File: config.mk
export PLATFORM = sky130hd
export DESIGN_NAME = uart_rx_frame
export DESIGN_NICKNAME = d
export VERILOG_FILES = /design/src/rtl/uart_rx_frame.sv
export SDC_FILE = /design/constraint.sdc
export NUM_CORES = 1
export LEC_CHECK = 0
export BUFFER_PORTS_ARGS = -buffer_cell sky130_fd_sc_hd__buf_2
export CORE_MARGIN = 4
export CORE_UTILIZATION = 30
export CTS_BUF_LIST = sky130_fd_sc_hd__clkbuf_16
export CTS_CLUSTER_DIAMETER = 30
export DETAILED_ROUTE_END_ITERATION = 12
export HOLD_SLACK_MARGIN = 0.06
export PLACE_DENSITY = 0.48
export SYNTH_ARGS = -nofsm -noshare
export SYNTH_HDL_FRONTEND = slang
export SYNTH_SLANG_ARGS = --single-unit
File: constraint.sdc
create_clock -name clk -period 2.2 [get_ports clk]
set_input_delay 0.33 -clock clk [delete_from_list [all_inputs] [get_ports clk]]
set_output_delay 0.33 -clock clk [all_outputs]
set_load 0.01 [all_outputs]
File: src/rtl/uart_rx_frame.sv
// uart_rx_frame: frame-level UART receiver feeding the RX FIFO.
// Syncs rx, finds start bits, runs the baud generator, samples a frame, strobes newData.
// Ports:
//   clk, rst          system clock, sync active-high reset
//   rx                async serial line (idle high)
//   clk_uart          mid-bit baud square wave from the generator
//   uart_enable       runs the generator while a frame is in flight
//   data_size         0: 7 data bits, 1: 8 data bits
//   parity_en         parity bit present
//   parity_mode       11 odd, 10 even, 01 mark, 00 space
//   stop_bit_size     0: 1 stop bit, 1: 2 stop bits
//   data              received byte (bit 7 = 0 in 7-bit mode)
//   error_parity      parity mismatch for the frame in data
//   error_frame       a stop bit sampled 0
//   ready             high only while idle; gates config writes
//   newData           one-cycle strobe, data/errors valid
module uart_rx_frame #(
   parameter int SYNC_STAGES = 2
) (
   input  logic       clk,
   input  logic       rst,
   input  logic       rx,
   input  logic       clk_uart,
   output logic       uart_enable,
   input  logic       data_size,
   input  logic       parity_en,
   input  logic [1:0] parity_mode,
   input  logic       stop_bit_size,
   output logic [7:0] data,
   output logic       error_parity,
   output logic       error_frame,
   output logic       ready,
   output logic       newData
);

   typedef enum logic [2:0] {
      S_IDLE,
      S_START,
      S_DATA,
      S_PARITY,
      S_STOP1,
      S_STOP2,
      S_DONE
   } state_t;

   state_t state;

   logic [SYNC_STAGES-1:0] rx_sync;
   logic       rx_s;
   logic       rx_s_d;
   logic       cu_q;
   logic       cu_d;
   logic       fall;
   logic       smp;

   logic       cfg_8bit;
   logic       cfg_par;
   logic [1:0] cfg_pmode;
   logic       cfg_stop2;

   logic [7:0] shreg;
   logic [2:0] cnt;
   logic       perr;
   logic       ferr;
   logic       par_exp;
   logic       last_bit;

   assign rx_s = rx_sync[SYNC_STAGES-1];
   // rx_s_d only tracks rx_s, so a line held low never re-arms
   assign fall = rx_s_d & ~rx_s;
   assign smp  = cu_q & ~cu_d;
   assign last_bit = (cnt == (cfg_8bit ? 3'd7 : 3'd6));

   // shreg bit 7 stays 0 in 7-bit mode, so an 8-bit xor is correct
   always_comb begin
      par_exp = 1'b0;
      unique case (cfg_pmode)
         2'b11:   par_exp = ~^shreg;
         2'b10:   par_exp = ^shreg;
         2'b01:   par_exp = 1'b1;
         default: par_exp = 1'b0;
      endcase
   end

   always_ff @(posedge clk) begin
      if (rst) begin
         rx_sync <= '1;
         rx_s_d  <= 1'b1;
         cu_q    <= 1'b0;
         cu_d    <= 1'b0;
      end else begin
         rx_sync <= {rx_sync[SYNC_STAGES-2:0], rx};
         rx_s_d  <= rx_s;
         cu_q    <= clk_uart;
         cu_d    <= cu_q;
      end
   end

   always_ff @(posedge clk) begin
      if (rst) begin
         state        <= S_IDLE;
         uart_enable  <= 1'b0;
         ready        <= 1'b1;
         newData      <= 1'b0;
         data         <= 8'h00;
         error_parity <= 1'b0;
         error_frame  <= 1'b0;
         cfg_8bit     <= 1'b0;
         cfg_par      <= 1'b0;
         cfg_pmode    <= 2'b00;
         cfg_stop2    <= 1'b0;
         shreg        <= 8'h00;
         cnt          <= 3'd0;
         perr         <= 1'b0;
         ferr         <= 1'b0;
      end else begin
         newData <= 1'b0;
         unique case (state)
            S_IDLE: begin
               if (fall) begin
                  state       <= S_START;
                  uart_enable <= 1'b1;
                  ready       <= 1'b0;
                  cfg_8bit    <= data_size;
                  cfg_par     <= parity_en;
                  cfg_pmode   <= parity_mode;
                  cfg_stop2   <= stop_bit_size;
                  shreg       <= 8'h00;
                  cnt         <= 3'd0;
                  perr        <= 1'b0;
                  ferr        <= 1'b0;
               end
            end
            S_START: begin
               if (smp) begin
                  if (rx_s) begin
                     state       <= S_IDLE;
                     uart_enable <= 1'b0;
                     ready       <= 1'b1;
                  end else begin
                     state <= S_DATA;
                  end
               end
            end
            S_DATA: begin
               if (smp) begin
                  shreg[cnt] <= rx_s;
                  cnt        <= cnt + 3'd1;
                  if (last_bit) begin
                     state <= cfg_par ? S_PARITY : S_STOP1;
                  end
               end
            end
            S_PARITY: begin
               if (smp) begin
                  perr  <= (rx_s != par_exp);
                  state <= S_STOP1;
               end
            end
            S_STOP1: begin
               if (smp) begin
                  if (cfg_stop2) begin
                     ferr  <= ~rx_s;
                     state <= S_STOP2;
                  end else begin
                     state        <= S_DONE;
                     uart_enable  <= 1'b0;
                     newData      <= 1'b1;
                     data         <= shreg;
                     error_parity <= perr;
                     error_frame  <= ~rx_s;
                  end
               end
            end
            S_STOP2: begin
               if (smp) begin
                  state        <= S_DONE;
                  uart_enable  <= 1'b0;
                  newData      <= 1'b1;
                  data         <= shreg;
                  error_parity <= perr;
                  error_frame  <= ferr | ~rx_s;
               end
            end
            S_DONE: begin
               state <= S_IDLE;
               ready <= 1'b1;
            end
            default: begin
               state       <= S_IDLE;
               uart_enable <= 1'b0;
               ready       <= 1'b1;
            end
         endcase
      end
   end

endmodule

==> impl_summary.md <==
Drt
The total number of vias is 1397. The number of DRC markers after the initial detailed-route iteration is 109. In the final routed layout, each cell accounts on average for 12.77 µm. The post-detailed-route count of antenna-violating nets is 0. The detailed-route DRC error count is 0. For this block, the routed nets add up to 3766 µm of wire. The via density per instance is 4.736.

The first detailed-routing pass ran for 4 iterations.

GRT
The total global routing track utilization is 0.1111. The first global-routing pass estimated 6389 µm of wire. Entering global routing, the biggest net connects 41 pins. The total congestion overflow is 0.

The via count of the first global-routing pass is 1292. The number of antenna violations at the first check in global routing is 0.

Yosys
In the synthesized netlist the async set-or-reset flop fraction comes to 0. Sorting the synthesized cells by area gives the leading types as sky130_fd_sc_hd__dfxtp_1 45%, sky130_fd_sc_hd__mux2i_1 10%, sky130_fd_sc_hd__nor2_1 6.7%. The share of synthesized area in the top cell type comes to 0.4464. The number of enable-type register cells in the synthesized netlist is 0. During synthesis, Yosys emitted a total of 0 warnings. Counting every instance in the synthesized netlist gives 198. The number of nets in the synthesized netlist is 208. The largest total area in the synthesized netlist belongs to sky130_fd_sc_hd__dfxtp_1. The number of distinct library cells after synthesis is 32. Averaged over all synthesized cells, the footprint is 8.834 µm². The mapped netlist covers 0.001749 mm². The fraction of the yosys area taken by sequential cells is 0.4464. After synthesis the netlist holds a flip-flop and latch count of 39. In the synthesized netlist the dominant register cell turns out to be sky130_fd_sc_hd__dfxtp_1.

Timing
The post-layout minimum cycle time is 1.781 ns. Setup violations remaining at the end of the flow were counted as 0. The worst relative slew slack is 0.5056.

At the pin with the least slew margin, the transition time is 0.7416 ns. The number of hold violations in the final report came to 0. In the finished design, the share of the clock period the worst path needs comes to 0.8094.

Derived from the worst setup path, the maximum achievable clock frequency is 561.6 MHz. The number of pins with negative max-slew slack in the final report is 0. Summed over all failing endpoints, the final setup total negative slack is 0 ns. The clock arrives with 0.008009 ns of skew.

On the final layout, the worst hold slack is 0.2290 ns. Setup repair after global routing left no endpoint under its margin.

Final layout
The net count of the finished layout is 232. Summing all non-filler instances in the final layout gives an area of 0.002096 mm². The repair_antennas step left the layout with diodes totalling 0.

The fraction of layout instances using a drive strength above 1 is 0.1883. The count of filler cells inserted in the layout is 586. Relative to the synthesized area, the layout overhead comes to 19.81%. The final standard cell count with taps included and fillers excluded is 295.

Worst setup path
For this run, the slowest stage of the critical path takes 0.58 ns. The required time of the critical path is 2.34 ns. Among all stages on the critical path, the largest delay is contributed by sky130_fd_sc_hd__dfxtp_1. The sort of element at the start of the critical path is a register. STA classifies the critical path endpoint as a register. The number of buffers and inverters on the critical path is 0. The setup path with the least slack is of type register to register.

The signal on the critical path passes through nand2b_1 -> nor2_1 -> a21oi_2 -> or3_1 -> mux2i_1 -> nor3_1. The arrival time at the worst endpoint is 1.92 ns. The cell family with the largest share of critical-path delay is simple AND/OR/NAND/NOR gates. Along the worst path, the maximum fanout reaches 12.

CTS
Buffers added to address setup during post-CTS repair amount to 0. At the later pin of the worst-skew pair, clock insertion delay measures 0.28 ns. The number of gates resized after CTS was 0.

The H-tree level count is 2. The number of hold buffers added after cts is 0. The cell sitting at the root of the clock tree is a sky130_fd_sc_hd__clkbuf_16.

The clock buffer count from CTS is 5. The clock-pin slew on the worst setup and hold paths is 0.06 ns. No sink is reached through more buffers than the 2 on the longest clock path. The TritonCTS clock tree is built. The number of sinks handled by clock tree synthesis is 39.

Pwr
Summed over all cells, the static leakage comes to 0.8995 nW. The relative contribution of the clock network to total power is 0.464. The peak supply drop is 0.2647 mV. The power per cell area is 714.5 mW/mm².

The net switching power is 0.0003334 W. The proportion of power drawn by flip-flops and latches is 0.484. Of the total power, the share spent switching nets is 0.2226. The internal portion of the total power is 0.001164 W. The share of total power dissipated in combinational logic is 0.053.

Placement
Summing all placed instances gives a cell area of 0.001954 mm². Summed over all nets, the half-perimeter wirelength after detailed placement is 2496 µm. The number of placed cells counting well taps is 287. The congestion estimate from routability-driven global placement came to 0.8015.

The port buffer count is 21.

Die
The height of the die is 84.36 µm. The die outline width is 84.36 µm. The area enclosed by the die boundary is 0.007117 mm².

The I/O pin count is 22. The total core area is 0.005574 mm². The initial utilization of the core area, before any placement, comes to 0.3138. The row count is 27.

Status
The flow ran to the end, and the final reports show no timing, DRC or antenna violations.

Min path
The classification of the worst-slack hold path is primary input to register.

Flow run
Max-cap violations in this run came to 0.
-- final timing paths --
kind | start | to | slack (ns) | depth (start not counted)
max | state[1] | shreg[7] | 0.42 | 6
min | rx | rx_sync[0] | 0.23 | 2
max reg2reg | state[1] | shreg[7] | 0.42 | 6
min reg2reg | rx_sync[0] | rx_sync[1] | 0.42 | 1
-- cells by family (layout without fill, tap and decap cells) --
kind of cell               Yosys count  in the layout  share of synthesized area
and+or+nand+nor                     79             79                     0.2346
DFF                                 39             39                     0.4464
AOI/OAI and AO/OA                   37             37                     0.1230
muxes                               18             18                     0.1030
buffers and inverters               13             38                    0.03076
xor gates and xnor gates            11             11                    0.05508
adders and majority gates            1              1                   0.007152
-- metal layers --
| metal | share of wire | vias up | track usage | routed length [µm] |
|---|---|---|---|---|
| met2 | 0.44 | 26 | 0.1593 | 1647 |
| met5 | 0 | - | 0 | 0 |
| li1 | - | 727 | - | - |
| met3 | 0.040 | 5 | 0.02846 | 150 |
| met4 | 0.013 | 0 | 0.05612 | 50 |
| met1 | 0.51 | 639 | 0.1536 | 1917 |
-- power groups by stage --
stage / sequential (W) / combinational, W / clock, W
finish: 0.000724 / 0.0000791 / 0.000694
global route: 0.000726 / 0.0000894 / 0.000759
CTS: 0.000724 / 0.0000806 / 0.000724
detailed placement: 0.000740 / 0.0000802 / 0
global placement: 0.000740 / 0.0000800 / 0
floorplan: 0.000740 / 0.0000511 / 0
-- flip-flops by register name, indices dropped and copies added, names as in the netlist, 2 cells and up --
name and flops:
cfg_pmode 2, cnt 3, data 8, rx_sync 2, shreg 8, state 3
-- layout by cell type, fill, tap and decap left out --
cell type | synthesis | layout
sky130_fd_sc_hd__nand2b_4 | 1 | 1
sky130_fd_sc_hd__o221ai_1 | 1 | 1
sky130_fd_sc_hd__nand4bb_1 | 1 | 1
sky130_fd_sc_hd__a211oi_1 | 2 | 2
sky130_fd_sc_hd__nand3_1 | 9 | 9
sky130_fd_sc_hd__clkinv_2 | 0 | 1
sky130_fd_sc_hd__or3_1 | 1 | 1
sky130_fd_sc_hd__a21oi_2 | 1 | 1
sky130_fd_sc_hd__clkbuf_16 | 0 | 5
sky130_fd_sc_hd__o21bai_1 | 1 | 1
sky130_fd_sc_hd__buf_4 | 0 | 8
sky130_fd_sc_hd__clkinvlp_4 | 0 | 1
sky130_fd_sc_hd__nand2b_1 | 6 | 6
sky130_fd_sc_hd__nor2b_1 | 9 | 9
sky130_fd_sc_hd__dfxtp_1 | 39 | 39
sky130_fd_sc_hd__mux2i_1 | 18 | 18
sky130_fd_sc_hd__a31oi_1 | 3 | 3
sky130_fd_sc_hd__nor4_4 | 1 | 1
sky130_fd_sc_hd__a22oi_1 | 2 | 2
sky130_fd_sc_hd__a21o_1 | 1 | 1
sky130_fd_sc_hd__ha_1 | 1 | 1
sky130_fd_sc_hd__nor3_1 | 6 | 6
sky130_fd_sc_hd__xnor2_1 | 8 | 8
sky130_fd_sc_hd__nand2_1 | 6 | 6
sky130_fd_sc_hd__buf_2 | 4 | 21
sky130_fd_sc_hd__o31ai_1 | 1 | 1
sky130_fd_sc_hd__nor2_1 | 31 | 31
sky130_fd_sc_hd__o21ai_0 | 9 | 9
sky130_fd_sc_hd__xor2_1 | 3 | 3
sky130_fd_sc_hd__and3_1 | 2 | 2
sky130_fd_sc_hd__o22ai_1 | 1 | 1
sky130_fd_sc_hd__and2_1 | 3 | 3
sky130_fd_sc_hd__a21oi_1 | 15 | 15
sky130_fd_sc_hd__or2_2 | 3 | 3
sky130_fd_sc_hd__inv_1 | 1 | 2
-- cell type report --
type | count | area (µm²) | share of cell area
clock buffer | 5 | 125.1 | 0.05970
clock inverter | 3 | 16.27 | 0.007761
inverter | 1 | 3.754 | 0.001791
multi-input combinational | 146 | 914.6 | 0.4364
sequential | 39 | 780.7 | 0.3725
tap | 72 | 90.09 | 0.04299
timing repair buffer | 29 | 165.2 | 0.07881
-- Yosys cell counts (2+ instances only) --
master	count
sky130_fd_sc_hd__nor2_1	31
sky130_fd_sc_hd__nor2b_1	9
sky130_fd_sc_hd__or2_2	3
sky130_fd_sc_hd__xor2_1	3
sky130_fd_sc_hd__dfxtp_1	39
sky130_fd_sc_hd__nand3_1	9
sky130_fd_sc_hd__a31oi_1	3
sky130_fd_sc_hd__nor3_1	6
sky130_fd_sc_hd__nand2_1	6
sky130_fd_sc_hd__nand2b_1	6
sky130_fd_sc_hd__and2_1	3
sky130_fd_sc_hd__xnor2_1	8
sky130_fd_sc_hd__a211oi_1	2
sky130_fd_sc_hd__o21ai_0	9
sky130_fd_sc_hd__mux2i_1	18
sky130_fd_sc_hd__clkbuf_1	8
sky130_fd_sc_hd__a22oi_1	2
sky130_fd_sc_hd__and3_1	2
sky130_fd_sc_hd__buf_2	4
sky130_fd_sc_hd__a21oi_1	15
-- metrics by stage --
step / util / worst slack, ns / power [W]
after detailed placement: 0.3506 / 0.4257 / 0.0008202
after global placement: 0.3506 / 0.4725 / 0.0008200
after CTS: 0.3760 / 0.4249 / 0.001529
after global routing: 0.3760 / 0.2245 / 0.001574
after floorplan: - / 0.6150 / 0.0007907
final: 0.3760 / 0.4192 / 0.001498
No activity file was read; power rests on OpenSTA's default activity.
